--- config.mk ---
export PLATFORM = sky130hd
export DESIGN_NAME = vga_rect_filler_flat
export DESIGN_NICKNAME = d
export VERILOG_FILES = /design/src/rtl/vga_rect_filler_if.sv /design/src/rtl/vga_rect_filler.sv /design/src/flat_wrapper.sv
export SDC_FILE = /design/constraint.sdc
export NUM_CORES = 1
export LEC_CHECK = 0
export BUFFER_PORTS_ARGS = -buffer_cell sky130_fd_sc_hd__buf_4
export CORE_ASPECT_RATIO = 1.75
export CORE_UTILIZATION = 35
export CTS_CLUSTER_DIAMETER = 80
export DETAILED_ROUTE_END_ITERATION = 10
export PLACE_DENSITY = 0.56
export SLEW_MARGIN = 40
export SYNTH_ARGS = -nofsm -noshare
export SYNTH_HDL_FRONTEND = slang
export SYNTH_SLANG_ARGS = --single-unit
--- constraint.sdc ---
create_clock -name clock -period 5.4 [get_ports clock]
set_input_delay 0.54 -clock clock [delete_from_list [all_inputs] [get_ports clock]]
set_output_delay 0.54 -clock clock [all_outputs]
set_load 0.005 [all_outputs]
--- src/rtl/vga_rect_filler_if.sv ---
// Command and video-memory write bundle for vga_rect_filler.
// Master drives a rectangle command and observes busy/done and the pixel write stream.
interface vga_rect_filler_if #(
   parameter int X_WIDTH      = 9,
   parameter int Y_WIDTH      = 8,
   parameter int COLOUR_WIDTH = 3
);
   logic                    start;
   logic [X_WIDTH-1:0]      rect_x;
   logic [Y_WIDTH-1:0]      rect_y;
   logic [X_WIDTH-1:0]      rect_w;
   logic [Y_WIDTH-1:0]      rect_h;
   logic [COLOUR_WIDTH-1:0] rect_colour;
   logic                    busy;
   logic                    done;
   logic [X_WIDTH-1:0]      x;
   logic [Y_WIDTH-1:0]      y;
   logic [COLOUR_WIDTH-1:0] colour;
   logic                    plot;

   modport master (
      output start, rect_x, rect_y, rect_w, rect_h, rect_colour,
      input  busy, done, x, y, colour, plot
   );

   modport slave (
      input  start, rect_x, rect_y, rect_w, rect_h, rect_colour,
      output busy, done, x, y, colour, plot
   );
endinterface

--- src/rtl/vga_rect_filler.sv ---
// Rectangle fill engine: one raster-order pixel write per clock, first plot the cycle after start.
// Optional feature macro VGA_RECT_CLIP_EN suppresses plot for pixels outside SCREEN_W x SCREEN_H.
module vga_rect_filler #(
   parameter int X_WIDTH      = 9,
   parameter int Y_WIDTH      = 8,
   parameter int COLOUR_WIDTH = 3,
   parameter int SCREEN_W     = 320,
   parameter int SCREEN_H     = 240
) (
   input logic               clock,
   input logic               reset,
   vga_rect_filler_if.slave  bus
);
`ifdef VGA_RECT_CLIP_EN
   localparam int SUM_XW = X_WIDTH + 1;
   localparam int SUM_YW = Y_WIDTH + 1;
`else
   localparam int SUM_XW = X_WIDTH;
   localparam int SUM_YW = Y_WIDTH;
`endif

   localparam logic [X_WIDTH-1:0] X_ONE = 1;
   localparam logic [Y_WIDTH-1:0] Y_ONE = 1;

   typedef enum logic [1:0] {IDLE, DRAW, DONE} state_t;

   state_t                  state_q, state_nxt;
   logic [X_WIDTH-1:0]      lat_x_q, lat_x_nxt, lat_w_q, lat_w_nxt, col_q, col_nxt;
   logic [Y_WIDTH-1:0]      lat_y_q, lat_y_nxt, lat_h_q, lat_h_nxt, row_q, row_nxt;
   logic [COLOUR_WIDTH-1:0] colour_q, colour_nxt;
   logic [X_WIDTH-1:0]      x_q, x_nxt, base_x;
   logic [Y_WIDTH-1:0]      y_q, y_nxt, base_y;
   logic                    busy_q, busy_nxt, done_q, done_nxt, plot_q, plot_nxt;
   logic                    emit;
   logic [SUM_XW-1:0]       sum_x;
   logic [SUM_YW-1:0]       sum_y;

   // Outputs for a pixel are registered on the same edge that selects it, so the
   // accepting edge already emits pixel (0,0) from the live command inputs.
   always_comb begin
      state_nxt  = state_q;
      lat_x_nxt  = lat_x_q;
      lat_y_nxt  = lat_y_q;
      lat_w_nxt  = lat_w_q;
      lat_h_nxt  = lat_h_q;
      col_nxt    = col_q;
      row_nxt    = row_q;
      colour_nxt = colour_q;
      base_x     = lat_x_q;
      base_y     = lat_y_q;
      emit       = 1'b0;
      done_nxt   = 1'b0;

      case (state_q)
         IDLE, DONE: begin
            state_nxt = IDLE;
            if (bus.start) begin
               lat_x_nxt  = bus.rect_x;
               lat_y_nxt  = bus.rect_y;
               lat_w_nxt  = bus.rect_w;
               lat_h_nxt  = bus.rect_h;
               colour_nxt = bus.rect_colour;
               col_nxt    = '0;
               row_nxt    = '0;
               if (bus.rect_w != '0 && bus.rect_h != '0) begin
                  state_nxt = DRAW;
                  emit      = 1'b1;
                  base_x    = bus.rect_x;
                  base_y    = bus.rect_y;
               end else begin
                  state_nxt = DONE;
                  done_nxt  = 1'b1;
               end
            end
         end
         DRAW: begin
            if (col_q == lat_w_q - X_ONE) begin
               col_nxt = '0;
               if (row_q == lat_h_q - Y_ONE) begin
                  state_nxt = DONE;
                  done_nxt  = 1'b1;
               end else begin
                  row_nxt = row_q + Y_ONE;
                  emit    = 1'b1;
               end
            end else begin
               col_nxt = col_q + X_ONE;
               emit    = 1'b1;
            end
         end
         default: state_nxt = IDLE;
      endcase

      busy_nxt = emit;
      sum_x    = SUM_XW'(base_x) + SUM_XW'(col_nxt);
      sum_y    = SUM_YW'(base_y) + SUM_YW'(row_nxt);
      x_nxt    = emit ? sum_x[X_WIDTH-1:0] : x_q;
      y_nxt    = emit ? sum_y[Y_WIDTH-1:0] : y_q;
`ifdef VGA_RECT_CLIP_EN
      plot_nxt = emit && (sum_x < SUM_XW'(SCREEN_W)) && (sum_y < SUM_YW'(SCREEN_H));
`else
      plot_nxt = emit;
`endif
   end

   always_ff @(posedge clock) begin
      if (reset) begin
         state_q  <= IDLE;
         lat_x_q  <= '0;
         lat_y_q  <= '0;
         lat_w_q  <= '0;
         lat_h_q  <= '0;
         col_q    <= '0;
         row_q    <= '0;
         colour_q <= '0;
         x_q      <= '0;
         y_q      <= '0;
         busy_q   <= 1'b0;
         done_q   <= 1'b0;
         plot_q   <= 1'b0;
      end else begin
         state_q  <= state_nxt;
         lat_x_q  <= lat_x_nxt;
         lat_y_q  <= lat_y_nxt;
         lat_w_q  <= lat_w_nxt;
         lat_h_q  <= lat_h_nxt;
         col_q    <= col_nxt;
         row_q    <= row_nxt;
         colour_q <= colour_nxt;
         x_q      <= x_nxt;
         y_q      <= y_nxt;
         busy_q   <= busy_nxt;
         done_q   <= done_nxt;
         plot_q   <= plot_nxt;
      end
   end

   assign bus.busy   = busy_q;
   assign bus.done   = done_q;
   assign bus.plot   = plot_q;
   assign bus.x      = x_q;
   assign bus.y      = y_q;
   assign bus.colour = colour_q;
endmodule

--- src/flat_wrapper.sv ---
// flat-port wrapper written by rule: the top's interface ports become plain ports
module vga_rect_filler_flat 
#(
   parameter int X_WIDTH      = 9,
   parameter int Y_WIDTH      = 8,
   parameter int COLOUR_WIDTH = 3,
   parameter int SCREEN_W     = 320,
   parameter int SCREEN_H     = 240
)
  (clock, reset, bus_start, bus_rect_x, bus_rect_y, bus_rect_w, bus_rect_h, bus_rect_colour, bus_busy, bus_done, bus_x, bus_y, bus_colour, bus_plot);
  vga_rect_filler_if #(.X_WIDTH(X_WIDTH), .Y_WIDTH(Y_WIDTH), .COLOUR_WIDTH(COLOUR_WIDTH)) bus_i ();
  input logic clock;
  input logic reset;
  input wire logic [$bits(bus_i.start)-1:0] bus_start;
  input wire logic [$bits(bus_i.rect_x)-1:0] bus_rect_x;
  input wire logic [$bits(bus_i.rect_y)-1:0] bus_rect_y;
  input wire logic [$bits(bus_i.rect_w)-1:0] bus_rect_w;
  input wire logic [$bits(bus_i.rect_h)-1:0] bus_rect_h;
  input wire logic [$bits(bus_i.rect_colour)-1:0] bus_rect_colour;
  output wire logic [$bits(bus_i.busy)-1:0] bus_busy;
  output wire logic [$bits(bus_i.done)-1:0] bus_done;
  output wire logic [$bits(bus_i.x)-1:0] bus_x;
  output wire logic [$bits(bus_i.y)-1:0] bus_y;
  output wire logic [$bits(bus_i.colour)-1:0] bus_colour;
  output wire logic [$bits(bus_i.plot)-1:0] bus_plot;
  assign bus_i.start = bus_start;
  assign bus_i.rect_x = bus_rect_x;
  assign bus_i.rect_y = bus_rect_y;
  assign bus_i.rect_w = bus_rect_w;
  assign bus_i.rect_h = bus_rect_h;
  assign bus_i.rect_colour = bus_rect_colour;
  assign bus_busy = bus_i.busy;
  assign bus_done = bus_i.done;
  assign bus_x = bus_i.x;
  assign bus_y = bus_i.y;
  assign bus_colour = bus_i.colour;
  assign bus_plot = bus_i.plot;
  vga_rect_filler #(.X_WIDTH(X_WIDTH), .Y_WIDTH(Y_WIDTH), .COLOUR_WIDTH(COLOUR_WIDTH), .SCREEN_W(SCREEN_W), .SCREEN_H(SCREEN_H)) u_core (.clock(clock), .reset(reset), .bus(bus_i));
endmodule
Word-level counts from Yosys, hierarchy flattened --
Cells that the tools add are included.
Word-level totals: flip-flop bits (word level) 75, output and inout bits 23, logic and storage cells 59
Cells by class: add/sub/neg operators 6, equal/unequal tests 6, mux-type cells 28, reductions and logical operators 7
Operators with widths (count):
- $mux W8 | 6
- $mux W9 | 5
- $pmux W9 S2 | 1
- $pmux W8 S2 | 1
- $add A9 B1 Y9 const B | 1
- $add A9 B9 Y9 | 1
- $eq A9 B9 Y1 | 1
- $reduce_bool A9 Y1 | 1
- $sub A9 B1 Y9 const B | 1
- $add A8 B1 Y8 const B | 1
- $add A8 B8 Y8 | 1
- $eq A8 B8 Y1 | 1
- $mux W1 | 8
- $mux W2 | 4
- $reduce_bool A8 Y1 | 1
- $sub A8 B1 Y8 const B | 1
- $ne A2 B1 Y1 const B | 2
- $pmux W1 S2 | 2
- $pmux W2 S2 | 1
- $reduce_and A2 Y1 | 2
- $eq A2 B1 Y1 const B | 1
- $eq A2 B2 Y1 const B | 1
- $logic_not A2 Y1 | 1
- $reduce_or A2 Y1 | 1
- $logic_and A1 B1 Y1 | 1

Depth between registers and ports, before layout --
word-level depth 6, gate-level depth with buffers 22, gate-level depth less buffers 20

Least setup slack after synthesis --
No wires, ideal clock.
kind register to register, from register u_core.lat_w_q[0], to register u_core.x_q[8] (netlist: u_core.bus.x[8]), setup time 116 ps, data arrival time 4145 ps, required time 5284 ps, path slack 1138 ps, cell stages (with the launch flop) 20, buffers on the path 2, period minus slack after synthesis 4262 ps, cells stage by stage dfxtp_1 buf_6 inv_1 ha_1 or4_1 a21o_1 a22o_1 buf_6 o21ai_2 o21ai_0 ha_1 fa_1 a21o_1 a21oi_1 o21bai_1 a2111oi_0 nor3_1 xor2_1 xnor2_1 o211a_1
Between the ends: word-level cells in the longest chain between the ends 5, elaborated cells between the ends (all ways) 7, those cells by class add/sub: 2; eq/ne: 1; mux: 4
Ends and longest elaborated chain:
- start, declared | RTL line vga_rect_filler.sv:28 | logic [X_WIDTH-1:0] lat_x_q, lat_x_nxt, lat_w_q, lat_w_nxt, col_q, col_nxt;
- start signal, assigned | RTL line vga_rect_filler.sv:125 | lat_w_q <= lat_w_nxt;
- $sub A9 B1 Y9 | RTL line vga_rect_filler.sv:77 | if (col_q == lat_w_q - X_ONE) begin
- $eq A9 B9 Y1 | RTL line vga_rect_filler.sv:77
- $mux W9 | RTL line vga_rect_filler.sv:77
- $pmux W9 S2 | RTL line vga_rect_filler.sv:54 | case (state_q)
- named net u_core.col_nxt[0] | RTL line vga_rect_filler.sv:28
- $add A9 B9 Y9 | RTL line vga_rect_filler.sv:95 | sum_x = SUM_XW'(base_x) + SUM_XW'(col_nxt);
- end signal, assigned | RTL line vga_rect_filler.sv:130 | x_q <= x_nxt;
- end, declared | RTL line vga_rect_filler.sv:31 | logic [X_WIDTH-1:0] x_q, x_nxt, base_x;
The timed path passes the listed nets, and every way through them passes these cells. A chain may end at the register's enable or synchronous reset.

Worst setup path after layout --
Same ends and word-level chain as after synthesis.

==> metrics.md <==
| Metric | Value |
|---|---|
| Status | finished, final reports clean |
| Reg2reg end | u_core.bus.x[8]$_SDFFE_PP0P_ |
| Hold_ws | ~0.45 ns |
| Fmax | roughly 210 MHz |
| Storage cell area | between 1500 and 2000 um^2 |
| Io pins | between 60 and 70 |
| Synthesized area | between 4000 and 5000 um^2 |
| Final count of hold timing violations | 0 |
| Worst r2r src | u_core.lat_w_q[0]$_SDFFE_PP0P_ |
| Final Cycle Share | 0.867 |
| CP Max Fanout | 10 |
| Worst EP arrival | approximately 5 ns |
| Min Clock Period, post-route | approximately 4.7 ns |
| Vias in the first global route | roughly 3.8k |
| Die H | roughly 150 um |
| Port Buffer Count | between 60 and 70 |
| Final nets | ~640 |
| CP max stage delay | roughly 0.53 ns |
| Tot GR Track Use | 0.180 |
| Ys Warns | 0 |
| DR pass1 iterations | 4 |
| Count of different cell masters after synthesis | 56 |
| Util after Layout | 0.435 |
| Vias per inst | between 5 and 6 |
| Hold_buf cts | 0 |
| N_diodes | 0 |
| Clock sink count | 75 |
| Startpoint type of the worst setup path | register |
| Worst setup EP type | register |
| Resized cells post-CTS | 0 |
| RSZ-0062 raised after global routing | false |
| Avg Cell Area, Syn | between 8 and 9 um^2 |
| Layout cells sized above 1 | 0.191 |
| Remaining DRCs | 0 |
| Peak supply drop | 0.134 mV |
| Area growth, synth to finish | 20.4% |
| First-pass GRT wire length | 18,000 um |
| Detailed Route Iter0 Violations | approximately 130 |
| Hold_sp | bus_rect_colour[2] |
| Synth Flop Type | dfxtp_1 |
| H-tree levels | 3 |
| Worst-path clk slew | 0.06 ns |
| Crit-path cells | inv_1 > ha_1 > or4_1 > a21o_1 > a22o_1 > o21ai_2 > o21ai_0 > ha_1 > fa_1 > a21o_1 > a21oi_1 > o21bai_1 > a2111oi_0 > nor3_1 > xor2_1 > xnor2_1 > o211a_1 |
| Setup tns final | 0 ns |
| Worst Hold Path Cells | 3 |
| Fill cells | around 1.3k |
| Dpl hpwl | just over 8000 um |
| Register-to-register setup slack | between 0.7 and 0.8 ns |
| Post-CTS setup buffer count | 0 |
| Largest net degree at the start of global routing | 61 |
| Synth Instances | 530 |
| Async set-reset flop share out of synthesis | 0 |
| Power per cell area | ~290 nW/um^2 |
| Hold Path End | u_core.bus.colour[2]$_SDFFE_PP0P_ |
| Max cap viols | 0 |
| Syn Nets | roughly 590 |
| Clk_lat worst skew | 0.33 ns |
| Required @ worst endpoint | ~5.6 ns |
| Cell area after layout | about 5200 um^2 |
| Slew margin rel. | 0.564 |
| CP max-delay cell | or4_1 |
| Worst Setup Path Type | register to register |
| Initial core utilization | 0.361 |
| Root buf cell | clkbuf_16 |
| Worst min path class | input pin to register |
| Die span in x | approximately 86 um |
| Initial antenna violation count | 0 |
| Slew @ Worst Pin | about 0.65 ns |
| Final setup viols | 0 |
| R2r worst-path depth | 17 |
| WL per Instance | between 10 and 15 um |
| Max clock buf depth | 2 |
| Sequential-to-total area share from yosys stat | 0.345 |
| Register bit total from synthesis | between 70 and 80 |
| CTS buffer count | 9 |
| Antenna Nets Post-Route | 0 |
| Placed Area | 4930 um^2 |
| Die area | 12,900 um^2 |
| # rows | 53 |
| Area of the multi-input gates | roughly 2700 um^2 |
| Congestion Overflow GR | 0 |
| Routed via count | 3,820 |
| Final GP Congestion | roughly 0.85 |
| Core ar. | roughly 12,000 um^2 |
| Pleak | roughly 2.3 nW |
| Post-synth EDFFs | 0 |
| Fin. max-slew vios | 0 |
| Worst Skew | 0.00602 ns |
| Power Total | approximately 1.5 mW |
| CTS tree | done |
| Routed wire length | roughly 11,000 um |
[metal layers]
| layer | routed length (um) | up-vias | GRT usage |
|---|---|---|---|
| met5 | 0 | - | 0 |
| met4 | 448 | 0 | 0.104 |
| met3 | 264 | 30 | 0.0276 |
| met2 | 6010 | 68 | 0.336 |
| met1 | 4360 | 1808 | 0.186 |
| li1 | - | 1914 | - |
[state kept, by name, indices dropped and copies added (netlist names), 8 cells and up]
signal / cells
u_core.col_q: 9
u_core.lat_w_q: 9
u_core.lat_y_q: 8
u_core.row_q: 8
u_core.lat_h_q: 8
u_core.lat_x_q: 9
u_core.bus.x: 9
u_core.bus.y: 8
[synthesized netlist by cell type (all sizes together), types with 3 or more instances]
library cell	instances	area share
or2	3	0.0043
inv	14	0.012
o21bai	4	0.0069
nand3	12	0.015
mux2i	17	0.039
nor3	12	0.014
nor4	8	0.018
and3	4	0.0057
o21ai	14	0.017
a22o	4	0.0083
xnor2	26	0.052
nor2	47	0.040
dfxtp	75	0.34
xor2	17	0.034
a21oi	51	0.059
and2	9	0.013
clkbuf	19	0.016
a21o	9	0.016
nand4	6	0.010
nand2b	3	0.0043
nand2	101	0.087
o31ai	3	0.0083
mux2	15	0.039
buf	8	0.016
ha	19	0.055
nor2b	6	0.010
[power breakdown]
part           total, mW  internal [mW]  switching (mW)
sequential         0.609          0.583          0.0263
clock              0.644          0.406           0.239
combinational      0.258          0.121           0.137
total               1.51           1.11           0.402
[worst max-delay path, delay by kind of cell, from the launching register on]
family | cells | cell delay, ns
AOI/OAI and AO/OA | 9 | 2.15
adders and majority gates | 3 | 0.92
and+or+nand+nor | 2 | 0.66
DFF | 1 | 0.45
xor gates and xnor gates | 2 | 0.32
buffers and inverters | 1 | 0.08
[layout by cell type, fill, tap and decap left out, types with 2 or more instances in the layout]
| master | count |
|---|---|
| fa_1 | 2 |
| or4_1 | 2 |
| nand2_1 | 101 |
| xor2_1 | 17 |
| mux2_2 | 15 |
| a211oi_1 | 2 |
| nand3_1 | 11 |
| and2_1 | 9 |
| and3_1 | 4 |
| nor3b_1 | 2 |
| clkinv_4 | 2 |
| inv_1 | 14 |
| a21o_1 | 9 |
| bufinv_16 | 2 |
| nor2_1 | 47 |
| o21bai_1 | 4 |
| ha_1 | 19 |
| nor4_2 | 2 |
| dfxtp_1 | 75 |
| nor2b_1 | 4 |
| nor2b_4 | 2 |
| a21oi_1 | 51 |
| buf_4 | 66 |
| nor3_1 | 12 |
| o31ai_1 | 2 |
| clkbuf_16 | 9 |
| xnor2_1 | 26 |
| a31oi_1 | 2 |
| mux2i_1 | 17 |
| a22o_1 | 3 |
| nand4_1 | 5 |
| or2_2 | 2 |
| nor4_1 | 5 |
| nand2b_1 | 3 |
| o21ai_0 | 13 |
[stage by stage]
stage	worst slack, ns	instances
after floorplan	1.14	530
after global placement	0.812	734
after detailed placement	0.691	734
after CTS	0.713	750
after global routing	0.421	750
final	0.721	750
[cells by family after synthesis]
| logic type | Yosys count | synth area share |
|---|---|---|
| mux | 32 | 0.0778 |
| buf+inv | 41 | 0.0439 |
| flops | 75 | 0.345 |
| compound gates | 100 | 0.149 |
| simple gates | 218 | 0.234 |
| xor+xnor | 43 | 0.0864 |
| fa+ha+maj | 21 | 0.0637 |
[how the worst max path moves through the flow]
stage	start	slack (ns)	depth (start not counted)	end
after floorplan	u_core.lat_w_q[0]$_SDFFE_PP0P_	1.14	19	u_core.bus.x[8]$_SDFFE_PP0P_
after global placement	u_core.lat_w_q[0]$_SDFFE_PP0P_	0.81	17	u_core.bus.x[8]$_SDFFE_PP0P_
after detailed placement	u_core.lat_w_q[0]$_SDFFE_PP0P_	0.69	17	u_core.bus.x[8]$_SDFFE_PP0P_
after CTS	u_core.lat_w_q[0]$_SDFFE_PP0P_	0.71	17	u_core.bus.x[8]$_SDFFE_PP0P_
after global routing	u_core.lat_w_q[0]$_SDFFE_PP0P_	0.42	17	u_core.bus.x[8]$_SDFFE_PP0P_
final	u_core.lat_w_q[0]$_SDFFE_PP0P_	0.72	17	u_core.bus.x[8]$_SDFFE_PP0P_
[area by class of cell]
cell class,count,area share
clock buffers,10,0.0436
clock inverters,6,0.0172
inverters,14,0.0100
multi-input cells,414,0.509
flip-flops and latches,75,0.286
well taps,165,0.0393
repair buffers,66,0.0944
Power figures use the tool's default switching activity.
